--- src/rtl/inst_fetch_queue_pkg.sv ---
// inst_fetch_queue_pkg: shared constants, fetch state encodings and J-immediate decode.
package inst_fetch_queue_pkg;
    localparam logic TRUE  = 1'b1;
    localparam logic FALSE = 1'b0;
    localparam logic HIGH  = 1'b1;
    localparam logic LOW   = 1'b0;
    localparam logic [6:0] OPC_JAL = 7'b1101111;

    typedef enum logic [1:0] {
        IF_IDLE = 2'd0,
        IF_WAIT = 2'd1,
        IF_DROP = 2'd2
    } if_state_e;

    function automatic logic [20:0] j_imm(input logic [31:0] inst);
        return {inst[31], inst[19:12], inst[20], inst[30:21], 1'b0};
    endfunction
endpackage

--- src/rtl/inst_fetch_queue_fetch_fifo.sv ---
// fetch_fifo: DEPTH-entry circular buffer with flush (priority), push, pop and occupancy count.
module fetch_fifo #(
    parameter int DEPTH = 4,
    parameter int W     = 64
) (
    input  logic                     clk_i,
    input  logic                     rst_ni,
    input  logic                     en_i,
    input  logic                     flush_i,
    input  logic                     push_i,
    input  logic                     pop_i,
    input  logic [W-1:0]             wdata_i,
    output logic [W-1:0]             rdata_o,
    output logic [$clog2(DEPTH):0]   count_o,
    output logic                     full_o,
    output logic                     empty_o
);
    localparam int AW = $clog2(DEPTH);

    logic [W-1:0]  mem_q [DEPTH];
    logic [AW-1:0] head_q, head_d, tail_q, tail_d;
    logic [AW:0]   count_q, count_d;
    logic          do_push, do_pop;

    assign do_push = en_i && push_i && !flush_i;
    assign do_pop  = en_i && pop_i && !flush_i && (count_q != '0);

    // next pointers and count: flush clears everything, otherwise push/pop advance independently
    always_comb begin
        head_d  = head_q;
        tail_d  = tail_q;
        count_d = count_q;
        if (en_i && flush_i) begin
            head_d  = '0;
            tail_d  = '0;
            count_d = '0;
        end else begin
            head_d  = do_pop  ? head_q + AW'(1) : head_q;
            tail_d  = do_push ? tail_q + AW'(1) : tail_q;
            count_d = count_q + (AW+1)'(do_push) - (AW+1)'(do_pop);
        end
    end

    // pointer and count registers
    always_ff @(posedge clk_i or negedge rst_ni) begin
        if (!rst_ni) begin
            head_q  <= '0;
            tail_q  <= '0;
            count_q <= '0;
        end else begin
            head_q  <= head_d;
            tail_q  <= tail_d;
            count_q <= count_d;
        end
    end

    // entry storage needs no reset; validity is tracked by count
    always_ff @(posedge clk_i) begin
        if (do_push) mem_q[tail_q] <= wdata_i;
    end

    assign rdata_o = mem_q[head_q];
    assign count_o = count_q;
    assign full_o  = (count_q == (AW+1)'(DEPTH));
    assign empty_o = (count_q == '0);
endmodule

--- src/rtl/inst_fetch_queue.sv ---
// inst_fetch_queue: PC generator issuing one outstanding I-cache request at a time and
// buffering PC-tagged instructions for decode; jumps flush the queue and squash in-flight data.
// Optional JAL next-PC prediction with a per-entry pred_taken bit: define IF_JAL_PREDICT_EN.
module inst_fetch_queue
    import inst_fetch_queue_pkg::*;
#(
    parameter int              XLEN     = 32,
    parameter int              DEPTH    = 4,
    parameter logic [XLEN-1:0] RESET_PC = '0
) (
    input  logic            clk,
    input  logic            rst,
    input  logic            rdy,
    output logic            pc_send_enable,
    output logic [XLEN-1:0] pc_to_ic,
    input  logic            inst_get_ready,
    input  logic [XLEN-1:0] inst_from_ic,
    input  logic            jump_flag,
    input  logic [XLEN-1:0] target_pc,
    output logic            inst_valid,
    output logic [XLEN-1:0] inst_to_dec,
    output logic [XLEN-1:0] pc_to_dec,
    input  logic            dec_ready,
`ifdef IF_JAL_PREDICT_EN
    output logic            pred_taken_to_dec,
`endif
    output logic            queue_full
);
    localparam int AW = $clog2(DEPTH);
`ifdef IF_JAL_PREDICT_EN
    localparam int EW = 2 * XLEN + 1;
`else
    localparam int EW = 2 * XLEN;
`endif

    if_state_e       state_q, state_d;
    logic [XLEN-1:0] pc_q, pc_d, req_pc_q, req_pc_d, next_pc;
    logic            send_q, send_d, push, empty;
    logic [AW:0]     count;
    logic [EW-1:0]   wdata, rdata;

`ifdef IF_JAL_PREDICT_EN
    logic [20:0] imm;
    logic        is_jal;
    assign imm     = j_imm(inst_from_ic[31:0]);
    assign is_jal  = (inst_from_ic[6:0] == OPC_JAL);
    assign next_pc = is_jal ? pc_q + {{(XLEN-21){imm[20]}}, imm} : pc_q + XLEN'(4);
    assign wdata   = {is_jal, pc_q, inst_from_ic};
    assign {pred_taken_to_dec, pc_to_dec, inst_to_dec} = rdata;
`else
    assign next_pc = pc_q + XLEN'(4);
    assign wdata   = {pc_q, inst_from_ic};
    assign {pc_to_dec, inst_to_dec} = rdata;
`endif

    // fetch FSM: a jump overrides everything; an unanswered request at jump time must be drained in DROP
    always_comb begin
        state_d  = state_q;
        pc_d     = pc_q;
        req_pc_d = req_pc_q;
        send_d   = send_q;
        push     = FALSE;
        if (rdy) begin
            if (jump_flag) begin
                pc_d    = target_pc;
                send_d  = LOW;
                state_d = (state_q != IF_IDLE && !inst_get_ready) ? IF_DROP : IF_IDLE;
            end else if (state_q == IF_IDLE) begin
                if (count < (AW+1)'(DEPTH)) begin
                    req_pc_d = pc_q;
                    send_d   = HIGH;
                    state_d  = IF_WAIT;
                end
            end else if (inst_get_ready) begin
                send_d  = LOW;
                state_d = IF_IDLE;
                if (state_q == IF_WAIT) begin
                    push = TRUE;
                    pc_d = next_pc;
                end
            end
        end
    end

    // fetch state, PC and request registers
    always_ff @(posedge clk or negedge rst) begin
        if (!rst) begin
            state_q  <= IF_IDLE;
            pc_q     <= RESET_PC;
            req_pc_q <= '0;
            send_q   <= LOW;
        end else begin
            state_q  <= state_d;
            pc_q     <= pc_d;
            req_pc_q <= req_pc_d;
            send_q   <= send_d;
        end
    end

    fetch_fifo #(
        .DEPTH (DEPTH),
        .W     (EW)
    ) u_fifo (
        .clk_i   (clk),
        .rst_ni  (rst),
        .en_i    (rdy),
        .flush_i (jump_flag),
        .push_i  (push),
        .pop_i   (dec_ready),
        .wdata_i (wdata),
        .rdata_o (rdata),
        .count_o (count),
        .full_o  (queue_full),
        .empty_o (empty)
    );

    assign pc_send_enable = send_q;
    assign pc_to_ic       = req_pc_q;
    assign inst_valid     = !empty;
endmodule

--- config.mk ---
export PLATFORM = sky130hd
export DESIGN_NAME = inst_fetch_queue
export DESIGN_NICKNAME = d
export VERILOG_FILES = /design/src/rtl/inst_fetch_queue_pkg.sv /design/src/rtl/inst_fetch_queue_fetch_fifo.sv /design/src/rtl/inst_fetch_queue.sv
export SDC_FILE = /design/constraint.sdc
export NUM_CORES = 1
export LEC_CHECK = 0
export BUFFER_PORTS_ARGS = -buffer_cell sky130_fd_sc_hd__buf_2
export CELL_PAD_IN_SITES_DETAIL_PLACEMENT = 1
export CELL_PAD_IN_SITES_GLOBAL_PLACEMENT = 2
export CORE_UTILIZATION = 46
export CTS_CLUSTER_DIAMETER = 200
export DETAILED_ROUTE_END_ITERATION = 7
export GPL_ROUTABILITY_DRIVEN = 0
export HOLD_SLACK_MARGIN = 0.02
export PLACE_DENSITY_LB_ADDON = 0.25
export SLEW_MARGIN = 20
export SYNTH_ARGS = -nofsm -noshare
export SYNTH_HDL_FRONTEND = slang
export SYNTH_SLANG_ARGS = --single-unit
export TNS_END_PERCENT = 20
--- constraint.sdc ---
create_clock -name clk -period 7.26 [get_ports clk]
set_input_delay 1.452 -clock clk [delete_from_list [all_inputs] [get_ports clk]]
set_output_delay 1.452 -clock clk [all_outputs]
set_load 0.01 [all_outputs]
## After elaboration in Yosys (flattened, before gate mapping)

Memory sizes are Yosys's and may differ from the RTL's.
Index checks and enable logic that the tools add are counted.

- $add $sub $neg: 5
- Magnitude comparators: 1
- Equal/unequal tests: 4
- Bitwise gates (word level): 1
- Mux-type cells: 25
- Reductions and logical operators: 22

Operators with widths:

| kind | count |
|---|---|
| two-way mux 32 bit | 4 |
| adder 32 x 3 -> 32 bit (second input constant) | 1 |
| two-way mux 2 bit | 9 |
| two-way mux 1 bit | 11 |
| nonzero test 2 bit | 5 |
| AND reduction 4 bit | 2 |
| logical AND 1 bit | 7 |
| nonzero test 3 bit | 2 |
| adder 2 x 1 -> 2 bit (second input constant) | 2 |
| adder 3 x 1 -> 3 bit | 1 |
| == test 3 bit (second input constant) | 1 |
| zero test 1 bit | 3 |
| zero test 3 bit | 1 |
| less-than comparator 3 bit (second input constant) | 1 |
| two-way mux 3 bit | 1 |
| inequality test 3 x 2 -> 1 bit (second input constant) | 1 |
| AND reduction 3 bit | 1 |
| subtractor 3 x 1 -> 3 bit | 1 |
| == test 2 x 1 -> 1 bit (second input constant) | 1 |
| zero test 2 bit | 1 |
| inequality test 2 bit (second input constant) | 1 |
| NOT 1 bit | 1 |

- RAM bits: 256
- Memories: 1
- Word-level logic and storage cells: 66
- Flip-flop bits (word level): 74
- Bits of input ports: 70
- Output and inout bits: 99

Memory list:

| name | words | bits a word | read ports | clocked after memory_dff | write ports | line | text |
|---|---|---|---|---|---|---|---|
| u_fifo.mem_q | 4 | 64 | 1 | 0 | 1 | inst_fetch_queue_fetch_fifo.sv:20 | `logic [W-1:0] mem_q [DEPTH];` |

## Depth between registers and ports, before layout

Gate-level depths: netlist (run 1).

- Depth after elaboration: 11
- Gate-level depth with buffers: 11
- Mapped depth without buffers: 10

## By module

From an unflattened synthesis (run 1), not the netlist that was laid out.

- Cell total of the unflattened synthesis: 705
- Area, all modules: 13025.0 um^2

By module, submodules not included:

| module | seq. area each (um^2) | instances | area an instance (um^2) | cells each |
|---|---|---|---|---|
| fetch_fifo | 7862.5 | 1 | 9729.3 | 381 |
| inst_fetch_queue | 1651.6 | 1 | 3295.7 | 324 |

## Worst setup path after synthesis (run 1)

Ideal clock, no wire load.

- Kind: input-to-reg
- From: input rdy
- To: memory u_fifo.mem_q[0][0] (enable)
- Data required time: 6.831 ns
- Library setup time: 0.429 ns
- Stages on the path: 4
- Path buffers: 1
- Arrival time: 3.700 ns
- Setup slack: 3.131 ns
- Cells stage by stage: clkbuf_1 -> nand2b_1 -> nor3_1 -> and2_1

- Word-level cells in the longest chain between the ends: 5

RTL lines:

| item | line | text |
|---|---|---|
| start: declaration | inst_fetch_queue.sv:13 | `input logic rdy,` |
| two-way mux 1 bit | inst_fetch_queue.sv:63 | `if (rdy) begin` |
| logical AND 1 bit (*) (2 in series) | inst_fetch_queue_fetch_fifo.sv:25 | `assign do_push = en_i && push_i && !flush_i;` |
| two-way mux 1 bit (*) | inst_fetch_queue_fetch_fifo.sv:59 | `if (do_push) mem_q[tail_q] <= wdata_i;` |
| two-way mux 1 bit (implied by the code) (*) | inst_fetch_queue_fetch_fifo.sv:59 |  |
| end: declaration | inst_fetch_queue_fetch_fifo.sv:20 |  |

Every way passes the cells marked *; elsewhere a longest branch is shown, timed or not.

## Worst setup path in the final report (run 1)

- From: register u_fifo.head_q[0]
- To: output pc_to_dec[21]

- Word-level cells in the longest chain between the ends: 1

RTL lines:

| item | line | text |
|---|---|---|
| start: declaration | inst_fetch_queue_fetch_fifo.sv:21 | `logic [AW-1:0] head_q, head_d, tail_q, tail_d;` |
| start signal: assignment | inst_fetch_queue_fetch_fifo.sv:47 | `head_q <= '0;` |
| start signal: assignment | inst_fetch_queue_fetch_fifo.sv:51 | `head_q <= head_d;` |
| memory read (4 x 64 bit) | n/a |  |
| end: declaration | inst_fetch_queue.sv:22 | `output logic [XLEN-1:0] pc_to_dec,` |

Every way passes these cells.

==> results of run 1 <==
==> logic make-up (layout without fill, tap and decap cells) <==
| family | after synthesis | after routing |
|---|---|---|
| compound gates | 73 | 73 |
| xor+xnor | 4 | 4 |
| fa+ha+maj | 8 | 8 |
| buf+inv | 45 | 245 |
| flops | 329 | 329 |
| mux | 105 | 105 |
| simple gates | 138 | 138 |
==> layout make-up <==
cell class                      count  area (sq um)  share of cell area [%]
Sequential cell                   329          9520                    61.9
Multi-Input combinational cell    328          3260                    21.2
Clock buffer                       45           945                    6.15
Timing Repair Buffer              173           901                    5.86
Tap cell                          378           473                    3.08
Clock inverter                     17           235                    1.53
Inverter                           10          37.5                   0.244
==> critical path: stages (launching register included) <==
cell and delay (ns):
sky130_fd_sc_hd__dfrtp_4 0.84, sky130_fd_sc_hd__buf_4 0.69, sky130_fd_sc_hd__mux4_2 0.60, sky130_fd_sc_hd__buf_2 0.16
==> synth_stat cells (4+ instances only) <==
library cell,number
sky130_fd_sc_hd__o21ai_0,14
sky130_fd_sc_hd__mux2_2,30
sky130_fd_sc_hd__ha_1,7
sky130_fd_sc_hd__dfrtp_1,73
sky130_fd_sc_hd__a22oi_1,4
sky130_fd_sc_hd__a221o_1,9
sky130_fd_sc_hd__buf_2,9
sky130_fd_sc_hd__or4_1,4
sky130_fd_sc_hd__mux4_2,64
sky130_fd_sc_hd__inv_1,10
sky130_fd_sc_hd__and2_1,8
sky130_fd_sc_hd__mux2i_1,11
sky130_fd_sc_hd__nor3_1,12
sky130_fd_sc_hd__or3_1,6
sky130_fd_sc_hd__nor2_1,15
sky130_fd_sc_hd__o22ai_1,13
sky130_fd_sc_hd__and4_1,7
sky130_fd_sc_hd__buf_1,6
sky130_fd_sc_hd__nand4_1,10
sky130_fd_sc_hd__clkbuf_1,20
sky130_fd_sc_hd__a21oi_1,27
sky130_fd_sc_hd__edfxtp_1,256
sky130_fd_sc_hd__nand3_1,14
sky130_fd_sc_hd__nand2_1,41
==> registers in the layout (all words and copies together) (netlist names) <==
name,count
state_q,2
u_fifo.tail_q,2
pc_q,32
u_fifo.count_o,3
u_fifo.mem_q,256
pc_to_ic,32
u_fifo.head_q,2
==> routing by layer <==
metal | vias to the layer above | part of all wire, %
met5 | - | 0
met4 | 0 | 2.1
met3 | 44 | 4.7
met2 | 180 | 51
met1 | 3685 | 42
li1 | 3172 | -
==> through the flow <==
| stage | instances | worst slack (ns) |
|---|---|---|
| 5_1_grt | 1280 | 2.69 |
| 6_report | 1280 | 2.95 |
| 2_1_floorplan | 702 | 3.13 |
| 4_1_cts | 1279 | 2.81 |
| 3_5_place_dp | 1217 | 3.19 |
| 3_3_place_gp | 1217 | 3.27 |
==> cell usage in the layout, fill, tap and decap left out, types with 5 or more instances in the layout <==
master | synthesis | routed
sky130_fd_sc_hd__a21oi_1 | 27 | 27
sky130_fd_sc_hd__buf_2 | 9 | 167
sky130_fd_sc_hd__or3_1 | 6 | 6
sky130_fd_sc_hd__inv_1 | 10 | 10
sky130_fd_sc_hd__o22ai_1 | 13 | 13
sky130_fd_sc_hd__mux2i_1 | 11 | 11
sky130_fd_sc_hd__nand2_1 | 41 | 41
sky130_fd_sc_hd__mux4_2 | 64 | 64
sky130_fd_sc_hd__nand3_1 | 14 | 13
sky130_fd_sc_hd__dfrtp_1 | 73 | 71
sky130_fd_sc_hd__edfxtp_1 | 256 | 256
sky130_fd_sc_hd__clkbuf_16 | 0 | 36
sky130_fd_sc_hd__bufinv_16 | 0 | 5
sky130_fd_sc_hd__clkbuf_1 | 20 | 8
sky130_fd_sc_hd__ha_1 | 7 | 7
sky130_fd_sc_hd__o21ai_0 | 14 | 14
sky130_fd_sc_hd__buf_4 | 0 | 5
sky130_fd_sc_hd__nand4_1 | 10 | 10
sky130_fd_sc_hd__and4_1 | 7 | 7
sky130_fd_sc_hd__nor3_1 | 12 | 12
sky130_fd_sc_hd__a221o_1 | 9 | 9
sky130_fd_sc_hd__nor2_1 | 15 | 14
sky130_fd_sc_hd__mux2_2 | 30 | 30
==> path summary, 6_finish.rpt <==
check	from	end	slack, ns	depth (start not counted)
hold reg to reg	pc_to_ic[16]	pc_to_ic[16]	0.49	2
min in group asynchronous	rst	pc_to_ic[24]	0.90	1
max in group asynchronous	rst	pc_to_ic[13]	5.76	2
setup reg to reg	state_q[1]	u_fifo.mem_q[0][10]	4.57	3
setup / recovery	u_fifo.head_q[0]	pc_to_dec[21]	2.95	3
hold / removal	pc_to_ic[16]	pc_to_ic[16]	0.49	2
==> power by group <==
part / switching, mW / internal [mW] / total (mW)
Sequential: 0.227 / 2.23 / 2.46
Combinational: 0.457 / 0.467 / 0.924
Clock: 0.703 / 1.10 / 1.81
Total: 1.39 / 3.80 / 5.19
==> impl_metrics.ini, run 1 <==
[clock_network]
post_cts_resize_count = 0
cts_tree = done
worst_case_clock_buffer_depth = 3
numCtsBuffers = 35
cts.sink_count = 329
clkLatencyLatePin_ns = 0.51
ctsHtreeMaxLevel = 2
cts.clk_slew.worst_paths_ns = 0.06
postCtsHoldBufs = 0
cts.root.buffer_cell = sky130_fd_sc_hd__clkbuf_16
post-cts-setup-buffer-count = 0

[global_route]
largest_net_degree_at_the_start_of_global_routing = 74
grt_pass1_wl_microns = 44600
top_usage_layer = met2
gr-usage-met3_pct = 3.52
antenna_violations_before_repair = 0
globalRouteOverflowTotal = 0
grt_pass1_vias = 7665
grt_use_met2_pct = 35.3
globalRouteMet1Util_pct = 27.2
grt_util_all_layers_pct = 20.6

[yosys]
synth_largest_type_area_fraction_pct = 59.5
synthFlopType = sky130_fd_sc_hd__edfxtp_1
syn_avg_cell_area_sq_um = 18.4
synth_top_cells_by_area = sky130_fd_sc_hd__edfxtp_1, sky130_fd_sc_hd__dfrtp_1, sky130_fd_sc_hd__mux4_2
mappedNetlistNets = 780
yosys_register_bits = 329
synth-edff-count = 256
synth.mux.area_fraction_pct = 14.6
yosys.area_share.adder_pct = 0.832
synth_sequential_area_ratio_pct = 73.6
synth_compound_gate_area_share_pct = 3.50
syn_std_cell_area_sq_um = 12900
fraction_of_registers_with_async_set_reset_pct = 22.2
yosys_warnings = 0
simple_gate_area_share_of_the_yosys_netlist_pct = 5.79
synth_area_leader_cell = sky130_fd_sc_hd__edfxtp_1
post_synth_inst_count = 702
dominant_combinational_cell_family_by_area_after_synthesis = multiplexers
synth-xor-area-share_pct = 0.271
netlist-cell-type-count = 47

[floorplan]
die-area_sq_um = 28800
chip_width_microns = 170
std_cell_rows = 61
die_h_microns = 170
boundaryPins = 169
fp.coreArea_sq_um = 27700
floorplan.initialDensity_pct = 46.7

[sta]
clock.fmax_ghz = 0.232
least_margin_pin_slew_ns = 1.08
finalSetupViolations = 0
rsz0062_at_grt = no
setup_tns_ns = 0
finalClockSkew_ns = 0.0112
timing.max_slew.rel_slack_pct = 28.3
worst_hold_slack_ns = 0.489
period_minus_slack_ns = 4.31
fin_crit_sh_pct = 59.3
final-hold-violation-count = 0
timing.final.max_slew_violations = 0

[route]
vias = 7081
avgViaCountPerCell = 5.53
total_iterations_of_the_first_detailed_routing_run = 6
drcViolationCount = 0
drt-initial-drc-count = 506
antenna_violating_nets_post_route = 0
routed_wire_length_per_instance_microns = 22.6
postRouteWirelength_microns = 28900

[pwr]
static-leakage-power_nw = 5.44
power_mw = 5.19
total_power_divided_by_cell_area_nw_per_um2 = 337
max-vdd-ir-drop_mv = 0.164

[layout]
layout.filler_cells = 2567
post_route_cells_drive_above_1_share_pct = 37.0
area_growth_syn_to_layout_pct = 18.9
finalCoreUtilization_pct = 55.5
nNetsFinal = 955
stdcell_area_sq_um = 15400
diodes = 0

[worst_hold_path]
class_of_the_tightest_hold_or_removal_check = reg2reg

[status]
status = finished, final reports clean

[job]
cap_violations = 0

[place]
dpl_cell_area_sq_um = 14200
hpwlAfterDp_microns = 17800
io_buffers = 168

[worst_setup_path]
timing.setup.critical_path_class = reg2out
critPathCaptureType = output pin
critical_path_fanout_max = 35
required_worst_endpoint_ns = 5.81
arrival_ns = 2.85
critPathLaunchType = flip-flop
(Power assumes the default switching activity.)
==> run 2: changes to the inputs <==
--- a/config.mk
+++ b/config.mk
@@ -8,7 +8,7 @@
 export BUFFER_PORTS_ARGS = -buffer_cell sky130_fd_sc_hd__buf_2
 export CELL_PAD_IN_SITES_DETAIL_PLACEMENT = 1
 export CELL_PAD_IN_SITES_GLOBAL_PLACEMENT = 2
-export CORE_UTILIZATION = 46
+export CORE_UTILIZATION = 39
 export CTS_CLUSTER_DIAMETER = 200
 export DETAILED_ROUTE_END_ITERATION = 7
 export GPL_ROUTABILITY_DRIVEN = 0
==> constraint.sdc (replaced) <==
create_clock -name clk -period 3.8 [get_ports clk]
set_input_delay 0.76 -clock clk [delete_from_list [all_inputs] [get_ports clk]]
set_output_delay 0.76 -clock clk [all_outputs]
set_load 0.01 [all_outputs]
==> impl_metrics.ini, run 2 (synthesized netlist as in run 1, its figures left out) <==
[status]
status = finished, final reports clean

[clock_network]
post-cts-setup-buffer-count = 0
post_cts_resize_count = 0
numCtsBuffers = 36
postCtsHoldBufs = 0
cts.root.buffer_cell = sky130_fd_sc_hd__clkbuf_16
cts.sink_count = 329
cts.clk_slew.worst_paths_ns = 0.05
clkLatencyLatePin_ns = 0.51
ctsHtreeMaxLevel = 2
worst_case_clock_buffer_depth = 3
cts_tree = done

[sta]
finalClockSkew_ns = 0.0219
clock.fmax_ghz = 0.312
period_minus_slack_ns = 3.21
timing.max_slew.rel_slack_pct = 29.3
setup_tns_ns = 0
least_margin_pin_slew_ns = 1.06
finalSetupViolations = 0
fin_crit_sh_pct = 84.4
timing.final.max_slew_violations = 0
final-hold-violation-count = 0
rsz0062_at_grt = no

[global_route]
globalRouteOverflowTotal = 0
largest_net_degree_at_the_start_of_global_routing = 74
grt_util_all_layers_pct = 18.4
grt_pass1_vias = 7775
grt_pass1_wl_microns = 46700
antenna_violations_before_repair = 0

[worst_setup_path]
timing.setup.critical_path_class = reg2out
required_worst_endpoint_ns = 3.04
critical_path_fanout_max = 35
critical-path-slowest-cell = sky130_fd_sc_hd__dfrtp_4
critPathLaunchType = flip-flop
critical-path-max-stage-delay_ns = 0.82
arrival_ns = 2.45
cp_cell_sequence = buf_12 -> mux4_2 -> buf_2
critPathCaptureType = output pin

[floorplan]
die_h_microns = 184
std_cell_rows = 66
floorplan.initialDensity_pct = 39.7
boundaryPins = 169
die-area_sq_um = 33900
fp.coreArea_sq_um = 32500
chip_width_microns = 184

[layout]
regMostFlops = u_fifo.mem_q
leading_cell_type_in_the_layout_fill_and_taps_excluded = sky130_fd_sc_hd__edfxtp_1
area_growth_syn_to_layout_pct = 20.3
post_route_cells_drive_above_1_share_pct = 37.8
multi_input_comb_area_sq_um = 3250
post_layout_nonfiller_instances = 1355
largest_reg_flops = 256
layout.area.seq_sq_um = 9520
final_cell_mix = sky130_fd_sc_hd__edfxtp_1, sky130_fd_sc_hd__buf_2, sky130_fd_sc_hd__dfrtp_1
layout.filler_cells = 3144
diodes = 0
nNetsFinal = 968

[route]
maxUsedRoutingLayer = met4
routed_wire_length_per_instance_microns = 22.4
postRouteWirelength_microns = 30400
avgViaCountPerCell = 5.36
met3RoutedLength_microns = 1470
antenna_violating_nets_post_route = 0
vias = 7260
drt-met1-wl_microns = 13600
drt-initial-drc-count = 388
total_iterations_of_the_first_detailed_routing_run = 4
drcViolationCount = 0
met2WireLength_microns = 14800

[pwr]
max-vdd-ir-drop_mv = 0.300
total_power_divided_by_cell_area_nw_per_um2 = 641
static-leakage-power_nw = 5.50

[job]
cap_violations = 0

[place]
hpwlAfterDp_microns = 19700
io_buffers = 168
dpl.cell_count = 1294

[worst_hold_path]
class_of_the_tightest_hold_or_removal_check = in2async
run 2: cell types whose count changed in the layout (fill, tap and decap cells not counted), sizes merged:
cell and change:
buf +12, clkinv -3, clkbuf +1, inv +1
run 2: worst max-delay path: cells and delay by family, from the launching register on:
kind                   cells  cell delay, ns
multiplexers               1            0.57
flip-flops                 1            0.82
buffers and inverters      2            0.53
run 2: layout make-up:
type / count / area share, %
multi-input cells: 328 / 20.9
clock buffers: 46 / 6.04
repair buffers: 185 / 6.59
inverters: 10 / 0.241
clock inverters: 15 / 1.42
well taps: 442 / 3.56
flip-flops and latches: 329 / 61.2
run 2: report_power, final:
group          internal [mW]  switching (mW)
sequential              4.25           0.466
combinational          0.913           0.885
clock                   2.09            1.35
run 2: path summary, 6_finish.rpt:
kind                                  start             endpoint  slack (ns)  cells past startpoint
max                        u_fifo.head_q[0]      inst_to_dec[14]        0.59                      3
min in group clk           inst_from_ic[22]  u_fifo.mem_q[3][22]        0.46                      1
min                                     rst    u_fifo.count_o[1]        0.30                      1
max reg2reg                         pc_q[2]             pc_q[30]        1.20                      6
min reg2reg                    pc_to_ic[30]         pc_to_ic[30]        0.49                      2
max in group asynchronous               rst     u_fifo.head_q[1]        2.94                      1
run 2: routing by layer:
metal	GRT usage (%)	vias up
met5	0	-
met4	4.23	0
met3	2.81	37
met2	30.0	188
met1	26.0	3820
li1	-	3215
run 2: through the flow:
| stage | setup WS, ns | hold slack, ns | util (%) | instance area, sq um | power (mW) |
|---|---|---|---|---|---|
| 3_5_place_dp | 0.826 | 0.478 | 44.2 | 14400 | 6.64 |
| 5_1_grt | 0.432 | 0.357 | 47.8 | 15500 | 10.4 |
| 6_report | 0.593 | 0.301 | 47.8 | 15500 | 9.97 |
| 4_1_cts | 0.504 | 0.444 | 47.8 | 15500 | 10.1 |
| 2_1_floorplan | 0.363 | 0.464 | - | 12900 | 5.78 |
| 3_3_place_gp | 0.865 | 0.475 | 44.2 | 14400 | 6.56 |
